## src/rtl/stopwatch_pkg.sv

```systemverilog
// -----------------------------------------------------------------------------
// stopwatch_pkg
// Shared definitions for the stopwatch controller:
//   - state_t        : controller FSM encoding (IDLE, RUNNING, LAP, PAUSED)
//   - DIGIT_W        : width of one BCD digit
//   - DIGIT_MAX_*    : digit maxima for ones (9) and seconds-tens (5) digits
//   - *_LSB          : bit offsets of each digit inside display_bcd
//   - digit_max()    : maximum value of digit position idx (0 = sec_ones)
//   - bcd_next()     : next value of one BCD digit given clear / increment
//   - is_counting()  : true in the states where ticks are accepted
// -----------------------------------------------------------------------------
package stopwatch_pkg;

    typedef enum logic [1:0] {
        ST_IDLE    = 2'd0,
        ST_RUNNING = 2'd1,
        ST_LAP     = 2'd2,
        ST_PAUSED  = 2'd3
    } state_t;

    localparam int DIGIT_W        = 4;
    localparam int DIGIT_MAX_NINE = 9;
    localparam int DIGIT_MAX_FIVE = 5;
    localparam int NUM_DIGITS     = 4;
    localparam int DISPLAY_W      = NUM_DIGITS * DIGIT_W;

    localparam int SEC_ONES_LSB = 0;
    localparam int SEC_TENS_LSB = 4;
    localparam int MIN_ONES_LSB = 8;
    localparam int MIN_TENS_LSB = 12;

    // Digit positions, least significant first: sec_ones, sec_tens,
    // min_ones, min_tens. The top digit's limit is configurable.
    function automatic int digit_max(input int idx, input int min_tens_max);
        case (idx)
            0:       return DIGIT_MAX_NINE;
            1:       return DIGIT_MAX_FIVE;
            2:       return DIGIT_MAX_NINE;
            default: return min_tens_max;
        endcase
    endfunction

    function automatic logic [DIGIT_W-1:0] bcd_next(
        input logic [DIGIT_W-1:0] d,
        input logic [DIGIT_W-1:0] max,
        input logic               inc,
        input logic               clr
    );
        if (clr) begin
            return '0;
        end
        if (!inc) begin
            return d;
        end
        return (d == max) ? '0 : d + 1'b1;
    endfunction

    function automatic logic is_counting(input state_t s);
        return (s == ST_RUNNING) || (s == ST_LAP);
    endfunction

endpackage

```

## src/rtl/bcd_digit_counter.sv

```systemverilog
// -----------------------------------------------------------------------------
// bcd_digit_counter
// One BCD digit that counts 0..MAX and wraps, with a combinational carry so
// several instances form a ripple carry chain.
// Ports:
//   clk   : clock
//   rst   : asynchronous active-high reset (digit -> 0)
//   clr   : synchronous clear (digit -> 0), wins over inc
//   inc   : increment request
//   digit : current digit value
//   carry : inc && digit == MAX (the digit wraps on this edge)
// -----------------------------------------------------------------------------
module bcd_digit_counter
    import stopwatch_pkg::*;
#(
    parameter int MAX = 9
) (
    input  logic               clk,
    input  logic               rst,
    input  logic               clr,
    input  logic               inc,
    output logic [DIGIT_W-1:0] digit,
    output logic               carry
);

    localparam logic [DIGIT_W-1:0] MAX_L = DIGIT_W'(MAX);

    logic [DIGIT_W-1:0] digit_q;
    logic [DIGIT_W-1:0] digit_d;

    always_comb begin
        digit_d = bcd_next(digit_q, MAX_L, inc, clr);
    end

    always_ff @(posedge clk or posedge rst) begin
        if (rst) begin
            digit_q <= '0;
        end else begin
            digit_q <= digit_d;
        end
    end

    assign digit = digit_q;
    assign carry = inc && (digit_q == MAX_L);

endmodule

```

## src/rtl/stopwatch_controller.sv

```systemverilog
// -----------------------------------------------------------------------------
// stopwatch_controller
// Sequences the stopwatch: decodes start/stop, lap and clear pulses, gates and
// re-phases the 1 s tick divider, counts elapsed MM:SS in BCD and presents
// either the live count or a frozen lap snapshot to the display driver.
//
// Build option: define STOPWATCH_SATURATE_EN to hold at full scale (state
// forced to PAUSED, overflow pulses once, ticks ignored until clear) instead
// of wrapping to 00:00.
//
// Ports:
//   clk            : board clock
//   rst            : asynchronous active-high reset
//   btn_start_stop : pulse, toggle run/pause (start from IDLE)
//   btn_lap        : pulse, freeze/release display while running
//   btn_clear      : pulse, return to zero from any state
//   tick           : divider threshold pulse, one clk wide
//   divider_enable : divider enable, high one cycle after entering RUNNING/LAP
//   divider_rst    : one-cycle divider re-phase pulse (start from IDLE, clear)
//   display_bcd    : {min_tens, min_ones, sec_tens, sec_ones}
//   running        : high in RUNNING or LAP
//   lap_active     : high in LAP
//   overflow       : one-cycle pulse on reaching past full scale
// -----------------------------------------------------------------------------
module stopwatch_controller
    import stopwatch_pkg::*;
#(
    parameter int TICK_PRESCALE = 1,
    parameter int MIN_TENS_MAX  = 5
) (
    input  logic                 clk,
    input  logic                 rst,
    input  logic                 btn_start_stop,
    input  logic                 btn_lap,
    input  logic                 btn_clear,
    input  logic                 tick,
    output logic                 divider_enable,
    output logic                 divider_rst,
    output logic [DISPLAY_W-1:0] display_bcd,
    output logic                 running,
    output logic                 lap_active,
    output logic                 overflow
);

    localparam logic [7:0] PRESC_LAST = 8'(TICK_PRESCALE - 1);

    // Registers
    state_t               state_q,   state_d;
    logic [7:0]           presc_q,   presc_d;
    logic [DISPLAY_W-1:0] snap_q,    snap_d;
    logic [DISPLAY_W-1:0] display_q, display_d;
    logic                 divider_enable_q, divider_enable_d;
    logic                 divider_rst_q,    divider_rst_d;
    logic                 running_q,        running_d;
    logic                 lap_active_q,     lap_active_d;
    logic                 overflow_q,       overflow_d;

    // Datapath
    logic                 tick_ok;
    logic                 step;
    logic                 count_inc;
    logic [NUM_DIGITS-1:0] digit_inc;
    logic [NUM_DIGITS-1:0] carry;
    logic [DIGIT_W-1:0]   digit [NUM_DIGITS];
    logic [DISPLAY_W-1:0] count_q;
    logic [DISPLAY_W-1:0] count_next;

`ifdef STOPWATCH_SATURATE_EN
    localparam logic [DISPLAY_W-1:0] FULL_SCALE = {DIGIT_W'(MIN_TENS_MAX),
                                                   DIGIT_W'(DIGIT_MAX_NINE),
                                                   DIGIT_W'(DIGIT_MAX_FIVE),
                                                   DIGIT_W'(DIGIT_MAX_NINE)};
    logic sat_q, sat_d;
    logic sat_hit;
`endif

    // BCD carry chain. count_next mirrors what the digit registers will hold
    // after this edge so display_bcd can be registered without an extra cycle
    // of latency.
    generate
        for (genvar gi = 0; gi < NUM_DIGITS; gi++) begin : g_digit
            localparam int MAX_G = digit_max(gi, MIN_TENS_MAX);

            if (gi == 0) begin : g_first
                assign digit_inc[gi] = count_inc;
            end else begin : g_chain
                assign digit_inc[gi] = carry[gi-1];
            end

            bcd_digit_counter #(
                .MAX (MAX_G)
            ) u_digit (
                .clk   (clk),
                .rst   (rst),
                .clr   (btn_clear),
                .inc   (digit_inc[gi]),
                .digit (digit[gi]),
                .carry (carry[gi])
            );

            assign count_q[gi*DIGIT_W +: DIGIT_W]    = digit[gi];
            assign count_next[gi*DIGIT_W +: DIGIT_W] =
                bcd_next(digit[gi], DIGIT_W'(MAX_G), digit_inc[gi], btn_clear);
        end
    endgenerate

    // Tick acceptance and prescaling. Acceptance looks at the registered
    // state, so a tick arriving with the pausing start_stop still counts.
    always_comb begin
        tick_ok = tick && !btn_clear && is_counting(state_q);
`ifdef STOPWATCH_SATURATE_EN
        tick_ok = tick_ok && !sat_q;
`endif
        step    = tick_ok && (presc_q == PRESC_LAST);

        presc_d = presc_q;
        if (btn_clear) begin
            presc_d = '0;
        end else if (tick_ok) begin
            presc_d = step ? 8'd0 : presc_q + 8'd1;
        end

`ifdef STOPWATCH_SATURATE_EN
        sat_hit   = step && (count_q == FULL_SCALE);
        count_inc = step && !sat_hit;
`else
        count_inc = step;
`endif
    end

    // Controller FSM next state and registered output values.
    always_comb begin
        state_d       = state_q;
        snap_d        = snap_q;
        divider_rst_d = 1'b0;

        if (btn_clear) begin
            state_d       = ST_IDLE;
            snap_d        = '0;
            divider_rst_d = 1'b1;
        end else begin
            if (btn_start_stop) begin
                case (state_q)
                    ST_IDLE: begin
                        state_d       = ST_RUNNING;
                        divider_rst_d = 1'b1;
                    end
                    ST_RUNNING: state_d = ST_PAUSED;
                    ST_LAP:     state_d = ST_PAUSED;
                    // Resume keeps the divider phase: no re-phase pulse.
                    default:    state_d = ST_RUNNING;
                endcase
            end else if (btn_lap) begin
                if (state_q == ST_RUNNING) begin
                    state_d = ST_LAP;
                    // Registered count, not count_next: a same-cycle
                    // increment is excluded from the snapshot.
                    snap_d  = count_q;
                end else if (state_q == ST_LAP) begin
                    state_d = ST_RUNNING;
                end
            end
`ifdef STOPWATCH_SATURATE_EN
            if (sat_hit) begin
                state_d = ST_PAUSED;
            end
`endif
        end

`ifdef STOPWATCH_SATURATE_EN
        sat_d      = btn_clear ? 1'b0 : (sat_q || sat_hit);
        // carry[3] never fires here because the chain input is gated at
        // full scale; it is folded in only so the chain end is consumed.
        overflow_d = sat_hit || carry[NUM_DIGITS-1];
`else
        // Carry out of the top digit means every digit wrapped: 59:59 -> 00:00.
        overflow_d = carry[NUM_DIGITS-1];
`endif

        display_d        = (state_d == ST_LAP) ? snap_d : count_next;
        running_d        = is_counting(state_d);
        lap_active_d     = (state_d == ST_LAP);
        // Follows the registered state, so the enable trails the state
        // change by one cycle and the re-phase pulse lands while disabled.
        divider_enable_d = is_counting(state_q);
    end

    always_ff @(posedge clk or posedge rst) begin
        if (rst) begin
            state_q          <= ST_IDLE;
            presc_q          <= '0;
            snap_q           <= '0;
            display_q        <= '0;
            divider_enable_q <= 1'b0;
            divider_rst_q    <= 1'b0;
            running_q        <= 1'b0;
            lap_active_q     <= 1'b0;
            overflow_q       <= 1'b0;
`ifdef STOPWATCH_SATURATE_EN
            sat_q            <= 1'b0;
`endif
        end else begin
            state_q          <= state_d;
            presc_q          <= presc_d;
            snap_q           <= snap_d;
            display_q        <= display_d;
            divider_enable_q <= divider_enable_d;
            divider_rst_q    <= divider_rst_d;
            running_q        <= running_d;
            lap_active_q     <= lap_active_d;
            overflow_q       <= overflow_d;
`ifdef STOPWATCH_SATURATE_EN
            sat_q            <= sat_d;
`endif
        end
    end

    assign divider_enable = divider_enable_q;
    assign divider_rst    = divider_rst_q;
    assign display_bcd    = display_q;
    assign running        = running_q;
    assign lap_active     = lap_active_q;
    assign overflow       = overflow_q;

endmodule

```

## config.mk

```make
export PLATFORM = sky130hd
export DESIGN_NAME = stopwatch_controller
export DESIGN_NICKNAME = d
export VERILOG_FILES = /design/src/rtl/stopwatch_pkg.sv /design/src/rtl/bcd_digit_counter.sv /design/src/rtl/stopwatch_controller.sv
export SDC_FILE = /design/constraint.sdc
export NUM_CORES = 1
export LEC_CHECK = 0
export ABC_AREA = 0
export CAP_MARGIN = 15
export CORE_MARGIN = 4
export CORE_UTILIZATION = 55
export CTS_BUF_LIST = sky130_fd_sc_hd__clkbuf_4 sky130_fd_sc_hd__clkbuf_8 sky130_fd_sc_hd__clkbuf_16
export CTS_CLUSTER_DIAMETER = 100
export DETAILED_ROUTE_END_ITERATION = 10
export PLACE_DENSITY = 0.81
export SLEW_MARGIN = 40
export SYNTH_ARGS = -nofsm -noshare
export SYNTH_HDL_FRONTEND = slang
export SYNTH_SLANG_ARGS = --single-unit
```

## constraint.sdc

```tcl
create_clock -name clk -period 3.77 [get_ports clk]
set_input_delay 0.754 -clock clk [delete_from_list [all_inputs] [get_ports clk]]
set_output_delay 0.754 -clock clk [all_outputs]
set_load 0.005 [all_outputs]
```

; ---- Word-level counts from Yosys, hierarchy flattened
; Cells that the tools add are included.
[totals]
regBits = 63
input_bits = 6
wordCells = 83
[op_classes]
add_sub_neg = 5
eq_ne = 8
mux = 43
reduce_logical = 14
[ops]
columns = operator, n
row1 = 16-bit two-way mux, 5
row2 = 4-bit two-way mux, 17
row3 = 8-bit two-way mux, 3
row4 = 4-bit by 1-bit adder with 4-bit output (second input constant), 4
row5 = 1-bit two-way mux, 12
row6 = 2-bit two-way mux, 6
row7 = 8-bit by 1-bit adder with 8-bit output (second input constant), 1
row8 = 4-bit by 3-bit == test with 1-bit output (second input constant), 2
row9 = 4-bit == test (second input constant), 2
row10 = 8-bit zero test, 1
row11 = 1-bit logical AND, 7
row12 = 2-bit by 1-bit == test with 1-bit output (second input constant), 2
row13 = 2-bit == test (second input constant), 2
row14 = 2-bit zero test, 1
row15 = 1-bit logical OR, 2
row16 = 2-bit nonzero test, 1
row17 = 2-bit OR reduction, 1
row18 = 1-bit zero test, 1

; ---- Longest topological paths before layout
; Gate-level depths: netlist of the first run.
[logic_depth]
ltp_word = 12
ltp_mapped = 11

; ---- Modules after synthesis
; A second synthesis of the first run with hierarchy kept.
[hier_totals]
cells_unflattened = 315
area_unflattened_um2 = 3321.9
[modules_own_cells]
columns = mod, n_inst, cells_each, area_each_um2
row1 = stopwatch_controller, 1, 215, 2326.0
row2 = bcd_digit_counter at g_digit[1].u_digit ..., 2, 23, 252.7
row3 = bcd_digit_counter at g_digit[0].u_digit ..., 2, 27, 245.2

; ---- Worst setup path before layout of the first run
; No wires, ideal clock.
[synth_timing]
path_type = input to register
start = input port btn_clear
end = register display_q[10], in the netlist display_bcd[10]
arrival_ns = 2.548
slack_ns = 1.135
stages = 10
path_buffers = 4
cell_sequence = clkbuf_1 > clkbuf_1 > or2_2 > ha_1 > clkbuf_1 > or2_2 > clkbuf_1 > nor3_1 > nand4_1 > o211ai_1
[synth_via]
word_cells_on_any_way = 16
cone_classes = eq/ne (1) / mux (9) / reduce/logical (6)
[synth_rtl]
columns = element, line_no
row1 = "start, declared", stopwatch_controller.sv:35  ; input logic btn_clear,
row2 = 2-bit two-way mux, stopwatch_controller.sv:137  ; if (btn_clear) begin
row3 = 2-bit == test, --
row4 = named net lap_active_d, stopwatch_controller.sv:55  ; logic lap_active_q, lap_active_d;
row5 = 16-bit two-way mux, stopwatch_controller.sv:180  ; display_d = (state_d == ST_LAP) ? snap_d : count_next;
row6 = named net display_d[10], stopwatch_controller.sv:51  ; logic [DISPLAY_W-1:0] display_q, display_d;
row7 = "end signal, assigned", stopwatch_controller.sv:206  ; display_q <= display_d;
row8 = "end, declared", stopwatch_controller.sv:51
; The timed path passes the listed nets, and every way through them passes these cells. The select of a mux whose other input is x is not followed.
; A chain may end at the register's enable or synchronous reset.

; ---- Worst setup path in the final report of the first run
[layout_timing]
start = input port btn_lap
end = register display_q[10], in the netlist display_bcd[10]
[layout_via]
elab_chain_cells = 5
word_cells_on_any_way = 8
cone_classes = eq/ne (1) / mux (7)
[layout_lines]
columns = element, line_no
row1 = "start, declared", stopwatch_controller.sv:34  ; input logic btn_lap,
row2 = 2-bit two-way mux, stopwatch_controller.sv:153  ; end else if (btn_lap) begin
row3 = 2-bit two-way mux, stopwatch_controller.sv:142  ; if (btn_start_stop) begin
row4 = 2-bit two-way mux, stopwatch_controller.sv:137
row5 = 2-bit == test, --
row6 = named net lap_active_d, stopwatch_controller.sv:55
row7 = 16-bit two-way mux, stopwatch_controller.sv:180
row8 = named net display_d[10], stopwatch_controller.sv:51
; The timed path passes the listed nets, and every way through them passes these cells.

==> results.ini, run 1 <==
[global_routing]
grtUsageMet2_pct=30.90
grt_max_degree=42
grt_remaining_overflow=0
gr-usage-met1_pct=26.95
busiest_layer=met2
groute.usage.overall_pct=19.81
first_pass_grt_wire_length_um=11100
grt_pass1_vias=2309
global_route.usage.met3_pct=5.159
antenna_found_initial=0

[detailed_routing]
route.final.wire_length_um=6377
wl_per_cell_um=15.78
num_vias=2368
postRouteAntennaNets=0
detail_route.vias_per_cell=5.861
dr.pass1.iters=4
first_iter_violations=277
post-route-drc-count=0

[flow_run]
max-cap-violations=0

[pwr]
p_sw_uw=298.1
cell_internal_pwr_mw=1.010
vdd.ir_drop.worst_uv=191.0
seqPwrFrac_pct=53.0
power_density_nw_per_um2=363.4
switching_share_pct=22.80
total_leakage_power_nw=1.724
gate_power_share_pct=7.7
clkPwrFrac_pct=39.4

[cts]
total_number_of_h_tree_levels=3
post_cts_resize_count=0
cts.clk_slew.worst_paths_ns=0.06
post_cts_hold_buffer_count=0
cts_setup_buffers=0
cts_root_buf=clkbuf_8
cts_made_buffers=9
cts_buffer_depth=2
clk-insertion-delay-late_ns=0.33
cts_tree=built
cts_num_sinks=63

[sta]
fmax_mhz=342.3
worst_slew_pin_tran_ns=0.7307
totalNegativeSetupSlack_ns=0
period_minus_slack_ns=2.921
slew_headroom_pct=51.29
unrepaired_setup_endpoints_after_global_routing=false
setup_violations=0
final_hold_viol_count=0
final.period_utilization_pct=77.48
final-max-slew-violation-count=0
worst_slack_ns=0.8490
skew_ns=0.004309

[min_path]
hold_path_class=reg -> reg
worstHoldStart=snap_q[5]

[logic_synthesis]
synthesis.area_um2=3090
yosys_warnings=0
ys_seq_elements=63
synth_nets=321
postSynthAreaPerCell_um2=10.23
synth_top_flop_cell=dfrtp_1
synth.yosys.seq_area_share_pct=51.01
asyncSetResetFlopFracSynth_pct=100.0
synthesis.instances=302
number_of_enable_type_register_cells_in_the_synthesized_netlist=0
post_synth_num_cell_types=48

[setup_path]
criticalPathCategory=in -> reg
crit_path_max_fanout=21
launching_element_type_of_the_critical_path=primary input
worst_r2r_startpoint=state_q[0]
required_ns=4.01
data_arrival_time_of_the_critical_path_ns=3.16
crit_path_start=btn_lap
worstSetupEndpointType=flop

[final_layout]
nFillCells=453
area_taken_by_multi_input_logic_gates_um2=1379
antenna-diode-count=0
area.growth.synth_to_final_pct=16.44
finish.net_count=348
ratio_of_cells_with_drive_above_1_in_the_final_layout_pct=9.036
regArea_um2=1577

[die]
initial_core_util_pct=56.47
dieWidth_um=82.96
fp-row-count=27
die_area_um2=6882
fp.coreArea_um2=5473
ioPinCount=27
die_height_um=82.96

[placement]
preCtsSetupSlack_ns=0.5556
port_buffer_count=26
gp_routability_congestion=0.8218
hpwlAfterDp_um=4367

[outcome]
run_status=finished clean

-- cell families after synthesis --
kind of cell	count (synthesis)	synth area share, %
simple gates	102	17.89
compound gates	68	14.41
flops	63	51.01
buf+inv	34	4.372
mux	19	6.194
fa+ha+maj	13	5.263
xor+xnor	3	0.8504
-- Yosys cell counts (3+ instances only) --
master,number,area (µm²)
or4_1,4,30.03
inv_1,16,60.06
a22o_1,4,35.03
nor3_1,8,40.04
clkbuf_1,13,48.80
dfrtp_1,63,1577
ha_1,13,162.7
and3b_1,5,43.79
mux2i_1,18,180.2
a221oi_1,5,43.79
nand3_1,10,50.05
nand4_1,4,25.02
o21ai_0,10,50.05
nand2_1,8,30.03
a21oi_1,21,105.1
nor2_1,42,157.7
o22ai_1,3,18.77
and4_1,3,26.28
and3_1,3,18.77
buf_2,3,15.01
o211ai_1,6,45.04
a21o_1,4,30.03
a31oi_1,4,25.02
-- metrics by stage --
stage | hold slack [ns] | area [µm²] | util (%) | power (mW) | std cells
after detailed placement | 0.4990 | 3426 | 62.60 | 0.8061 | 390
after floorplan | 0.4709 | 3090 | - | 0.7637 | 302
after global routing | 0.5492 | 3598 | 65.75 | 1.368 | 404
after CTS | 0.5132 | 3597 | 65.73 | 1.323 | 404
final | 0.5089 | 3598 | 65.75 | 1.308 | 404
after global placement | 0.4884 | 3426 | 62.60 | 0.8038 | 390
-- worst max-delay path, cell delays in order --
cell and delay, ns:
clkdlybuf4s50_1 0.54, nor2_1 0.06, a21oi_1 0.12, nor2_1 0.06, or2_2 0.27, ha_1 0.45, or2_2 0.49, nor3_1 0.16
nand4_1 0.11, o211ai_1 0.13
-- layer usage --
| layer | wire (µm) | up-vias | share of wire (%) |
|---|---|---|---|
| met5 | 0 | - | 0 |
| met4 | 108 | 0 | 1.7 |
| met3 | 314 | 9 | 4.9 |
| met2 | 3113 | 64 | 49 |
| met1 | 2840 | 1152 | 45 |
| li1 | - | 1143 | - |
-- registers in the layout, indices dropped and copies added (netlist names), 2 cells and up --
register / count
g_digit.u_digit.digit: 16
snap_q: 16
presc_q: 8
state_q: 2
display_bcd: 16
-- power by group through the flow --
stage | sequential, mW | combinational (mW) | clock, mW
floorplan | 0.705 | 0.0583 | 0
global placement | 0.705 | 0.0988 | 0
detailed placement | 0.705 | 0.101 | 0
CTS | 0.693 | 0.102 | 0.529
global route | 0.694 | 0.113 | 0.561
finish | 0.693 | 0.100 | 0.515
-- cell usage in the layout (no fill, tap or decap), types with 3 or more instances in the layout --
cell and n:
a21o_1 4, a21oi_1 21, a221oi_1 5, a22o_1 4, a31oi_1 4, and3_1 3, and3b_1 5, and4_1 3
buf_4 8, clkbuf_8 11, clkdlybuf4s50_1 26, dfrtp_1 63, ha_1 13, inv_1 15, mux2i_1 18, nand2_1 8
nand3_1 10, nand4_1 4, nor2_1 42, nor3_1 8, o211ai_1 6, o21ai_0 10, o22ai_1 3, or4_1 4
-- final cells by class --
class / instances / area share (%)
Clock buffer: 13 / 4.624
Clock inverter: 1 / 0.1391
Inverter: 16 / 1.704
Multi-Input combinational cell: 205 / 38.32
Sequential cell: 63 / 43.81
Tap cell: 72 / 2.503
Timing Repair Buffer: 34 / 8.901
-- final timing paths --
| path | to | slack [ns] | depth (start not counted) |
|---|---|---|---|
| min in group asynchronous | snap_q[0] | 0.81 | 2 |
| worst min-delay path | snap_q[5] | 0.51 | 2 |
| max in group asynchronous | overflow | 2.35 | 3 |
| worst max-delay path | display_bcd[10] | 0.85 | 10 |
| worst min register to register | snap_q[5] | 0.51 | 2 |
| worst max register to register | display_bcd[10] | 1.29 | 9 |
(Power assumes the default switching activity.)
==> run 2: changes to the inputs <==
--- a/config.mk
+++ b/config.mk
@@ -8,11 +8,11 @@
 export ABC_AREA = 0
 export CAP_MARGIN = 15
 export CORE_MARGIN = 4
-export CORE_UTILIZATION = 55
+export CORE_UTILIZATION = 52
 export CTS_BUF_LIST = sky130_fd_sc_hd__clkbuf_4 sky130_fd_sc_hd__clkbuf_8 sky130_fd_sc_hd__clkbuf_16
 export CTS_CLUSTER_DIAMETER = 100
 export DETAILED_ROUTE_END_ITERATION = 10
-export PLACE_DENSITY = 0.81
+export PLACE_DENSITY = 0.8
 export SLEW_MARGIN = 40
 export SYNTH_ARGS = -nofsm -noshare
 export SYNTH_HDL_FRONTEND = slang
==> constraint.sdc (replaced) <==
create_clock -name clk -period 2.4 [get_ports clk]
set_input_delay 0.48 -clock clk [delete_from_list [all_inputs] [get_ports clk]]
set_output_delay 0.48 -clock clk [all_outputs]
set_load 0.005 [all_outputs]
==> results.ini, run 2 (synthesis results as in run 1) <==
[setup_path]
timing.rr.end=display_bcd[14]
critical_path_buf_inv_count=1
crit_path_max_fanout=4
r2r_slack_ns=0.29
crit_path_max_incr_delay_ns=0.55
cpMaxStageDelayCell=clkdlybuf4s50_1
data_arrival_time_of_the_critical_path_ns=2.51
worst_r2r_startpoint=presc_q[0]
worst-path-stages=9
criticalPathCategory=in -> reg
worst-r2r-cell-count=7
worstPathCellList=clkdlybuf4s50_1 -> nor2_1 -> a21oi_1 -> nor2_1 -> or2_2 -> ha_1 -> or4_1 -> nor3_1 -> a211o_1
required_ns=2.68
crit_path_leading_delay_family=simple AND/OR/NAND/NOR gates
timing.critical_path.to=display_bcd[12]
worstSetupEndpointType=flop
launching_element_type_of_the_critical_path=primary input
crit_path_start=btn_lap
timing.critical_path.mode_cell=nor2_1

[final_layout]
ratio_of_cells_with_drive_above_1_in_the_final_layout_pct=13.22
most_common_cell_after_layout_fill_and_taps_aside=dfrtp_1
finish.net_count=362
area.growth.synth_to_final_pct=22.15
layout.core_utilization_pct=66.91
most-common-layout-cells=dfrtp_1, nor2_1, clkdlybuf4s50_1, a21oi_1, buf_4
nFillCells=416
antenna-diode-count=0

[cts]
clk-insertion-delay-late_ns=0.34
total_number_of_h_tree_levels=3
cts_buffer_depth=2
cts_made_buffers=9
cts_root_buf=clkbuf_8
post_cts_hold_buffer_count=0
cts_tree=built
post_cts_resize_count=0
cts_setup_buffers=0
cts.clk_slew.worst_paths_ns=0.07
cts_num_sinks=63

[sta]
final.period_utilization_pct=92.62
final_hold_viol_count=0
period_minus_slack_ns=2.223
setup_violations=0
slew_headroom_pct=68.14
unrepaired_setup_endpoints_after_global_routing=false
totalNegativeSetupSlack_ns=0
skew_ns=0.006972
worst_slack_ns=0.1770
final-max-slew-violation-count=0
fmax_mhz=449.9
worst_slew_pin_tran_ns=0.4658
worst_hold_slack_ns=0.5089

[min_path]
hold_path_class=in -> async

[global_routing]
groute.usage.overall_pct=20.12
grt_remaining_overflow=0
antenna_found_initial=0
first_pass_grt_wire_length_um=11510
grt_max_degree=64
grt_pass1_vias=2407

[pwr]
power_density_nw_per_um2=615.5
vdd.ir_drop.worst_uv=412.4
total_leakage_power_nw=1.824

[die]
dieWidth_um=85.09
die_height_um=85.09
die_area_um2=7240
fp-row-count=27
fp.coreArea_um2=5642
initial_core_util_pct=54.78
ioPinCount=27

[detailed_routing]
num_vias=2409
route.final.wire_length_um=6699
wl_per_cell_um=15.95
first_iter_violations=166
postRouteAntennaNets=0
detail_route.vias_per_cell=5.736
dr.pass1.iters=4
post-route-drc-count=0

[placement]
gp_routability_congestion=0.8572
hpwlAfterDp_um=4527
preCtsSetupSlack_ns=-0.1847
port_buffer_count=26

[flow_run]
max-cap-violations=0

[outcome]
run_status=finished clean

[run 2: cell count changes in the layout (fill, tap and decap cells not counted), sizes merged]
| cell | delta |
|---|---|
| inv | +1 |
| bufinv | +2 |
| buf | +14 |
| clkinv | -1 |
[run 2: where the power goes]
group          internal, mW  total, mW  switching (mW)
Sequential             1.08       1.09         0.00872
Clock                 0.664       1.06           0.394
Combinational        0.0819      0.178          0.0964
[run 2: stage by stage]
step / instances / power [mW] / cell area (µm²)
after floorplan: 302 / 1.200 / 3090
after global placement: 404 / 1.282 / 3543
after detailed placement: 404 / 1.287 / 3543
after CTS: 420 / 2.342 / 3775
after global routing: 420 / 2.410 / 3775
final: 420 / 2.323 / 3775
[run 2: how the worst min path moves through the flow]
stage	depth (start not counted)	from	end	slack, ns
2_1_floorplan	2	snap_q[13]	snap_q[13]	0.47
3_3_place_gp	2	snap_q[13]	snap_q[13]	0.49
3_5_place_dp	2	snap_q[6]	snap_q[6]	0.50
4_1_cts	3	rst	divider_rst	0.52
5_1_grt	3	rst	divider_rst	0.53
6_report	3	rst	divider_rst	0.51
[run 2: per-layer routing]
| layer | vias up | part of all wire (%) | global-route usage (%) |
|---|---|---|---|
| met3 | 11 | 4.4 | 4.951 |
| met4 | 0 | 1.6 | 8.345 |
| met2 | 66 | 48 | 31.43 |
| met1 | 1167 | 46 | 26.84 |
| li1 | 1165 | - | - |
| met5 | - | 0 | 0 |
[run 2: worst min-delay path, stage by stage]
cell and delay, ns:
clkdlybuf4s50_1 0.41, inv_2 0.07, buf_12 0.29
[run 2: layout make-up]
class,count,area [µm²],area share [%]
clock inverters,3,65.06,1.724
inverters,16,60.06,1.591
multi-input cells,205,1379,36.53
clock buffers,13,166.4,4.408
flip-flops and latches,63,1577,41.76
well taps,72,90.09,2.386
repair buffers,48,437.9,11.60
==> run 3: changes to the inputs <==
--- a/config.mk
+++ b/config.mk
@@ -13,6 +13,7 @@
 export CTS_CLUSTER_DIAMETER = 100
 export DETAILED_ROUTE_END_ITERATION = 10
 export PLACE_DENSITY = 0.8
+export REMOVE_ABC_BUFFERS = 1
 export SLEW_MARGIN = 40
 export SYNTH_ARGS = -nofsm -noshare
 export SYNTH_HDL_FRONTEND = slang
==> results.ini, run 3 (synthesis results as in run 1) <==
[outcome]
run_status=finished clean

[final_layout]
regArea_um2=1577
antenna-diode-count=0
ratio_of_cells_with_drive_above_1_in_the_final_layout_pct=12.54
most_common_cell_after_layout_fill_and_taps_aside=dfrtp_1
finish.net_count=359
area_taken_by_multi_input_logic_gates_um2=1386
area.growth.synth_to_final_pct=20.53
layout.core_utilization_pct=66.02
nFillCells=430
most-common-layout-cells=dfrtp_1, nor2_1, clkdlybuf4s50_1, a21oi_1, mux2i_1

[sta]
unrepaired_setup_endpoints_after_global_routing=false
totalNegativeSetupSlack_ns=0
worst_slew_pin_tran_ns=0.4651
final.period_utilization_pct=94.72
skew_ns=0.007760
period_minus_slack_ns=2.273
final_hold_viol_count=0
setup_violations=0
final-max-slew-violation-count=0
fmax_mhz=439.9
slew_headroom_pct=69.00

[detailed_routing]
detail_route.vias_per_cell=5.858
wl_per_cell_um=15.75
route.final.wire_length_um=6536
first_iter_violations=127
dr.pass1.iters=4
postRouteAntennaNets=0
post-route-drc-count=0
num_vias=2431

[cts]
cts_setup_buffers=0
clk-insertion-delay-late_ns=0.33
cts.clk_slew.worst_paths_ns=0.06
cts_num_sinks=63
cts_made_buffers=9
cts_root_buf=clkbuf_8
cts_buffer_depth=2
post_cts_resize_count=0
post_cts_hold_buffer_count=0
cts_tree=built
total_number_of_h_tree_levels=3

[placement]
gp_routability_congestion=0.8137
port_buffer_count=26
hpwlAfterDp_um=4339

[global_routing]
grt_remaining_overflow=0
first_pass_grt_wire_length_um=10990
grt_pass1_vias=2329
antenna_found_initial=0
grt_max_degree=64
groute.usage.overall_pct=19.32

[setup_path]
timing.rr.end=display_bcd[14]
worst_r2r_startpoint=presc_q[0]
launching_element_type_of_the_critical_path=primary input
data_arrival_time_of_the_critical_path_ns=2.54
crit_path_max_fanout=6
crit_path_start=btn_lap
criticalPathCategory=in -> reg
worstSetupEndpointType=flop
r2r_slack_ns=0.20
timing.critical_path.to=display_bcd[12]
worst-r2r-cell-count=7
required_ns=2.67

[flow_run]
max-cap-violations=0

[die]
fp-row-count=27
dieWidth_um=85.09
fp.coreArea_um2=5642
die_height_um=85.09
ioPinCount=27
die_area_um2=7240
initial_core_util_pct=54.78

[pwr]
vdd.ir_drop.worst_uv=294.2
design_power_total_mw=2.077
total_leakage_power_nw=1.794
power_density_nw_per_um2=557.7

[min_path]
hold_path_class=reg -> reg

-- run 3: cell count changes in the layout (fill, tap and decap cells not counted), sizes merged --
cell	before	now
bufinv	2	0
buf	22	19
-- run 3: final cells by class --
class	instances	area share (%)
clock inverter	1	0.1344
tap	72	2.419
sequential	63	42.32
multi-input combinational	205	37.22
inverter	16	1.612
timing repair buffer	45	11.82
clock buffer	13	4.468
-- run 3: metrics by stage --
stage                     worst slack [ns]  hold WS (ns)  std cells  cell area [µm²]
final                               0.1267        0.5068        415             3725
after detailed placement           -0.2420        0.4967        401             3546
after global routing               0.03458        0.5265        415             3725
after global placement             -0.2019        0.4891        401             3546
after CTS                          0.06680        0.5115        415             3717
after floorplan                     0.3025        0.4709        284             3015
-- run 3: worst min path at each step --
stage	start	to	slack [ns]	cells past startpoint
after CTS	snap_q[9]	snap_q[9]	0.51	2
after detailed placement	snap_q[5]	snap_q[5]	0.50	2
after global placement	snap_q[6]	snap_q[6]	0.49	2
after floorplan	snap_q[13]	snap_q[13]	0.47	2
after global routing	snap_q[9]	snap_q[9]	0.53	2
final	snap_q[9]	snap_q[9]	0.51	2
-- run 3: routing by layer --
layer,share of wire (%),up-vias,GRT usage [%]
met5,0,-,0
met4,2.0,0,8.345
met3,4.9,13,5.146
met2,47,58,30.51
met1,46,1200,25.06
li1,-,1160,-
-- run 3: where the power goes --
part	internal [mW]	switching, mW
clock	0.442	0.372
sequential	1.08	0.00868
combinational	0.0804	0.0960
-- run 3: critical path, stage by stage --
cell,delay (ns)
clkdlybuf4s50_1,0.53
nor2_1,0.06
a21oi_1,0.13
nor2_1,0.07
or2_2,0.28
ha_2,0.24
or4_1,0.46
nor3_1,0.15
a211o_1,0.13
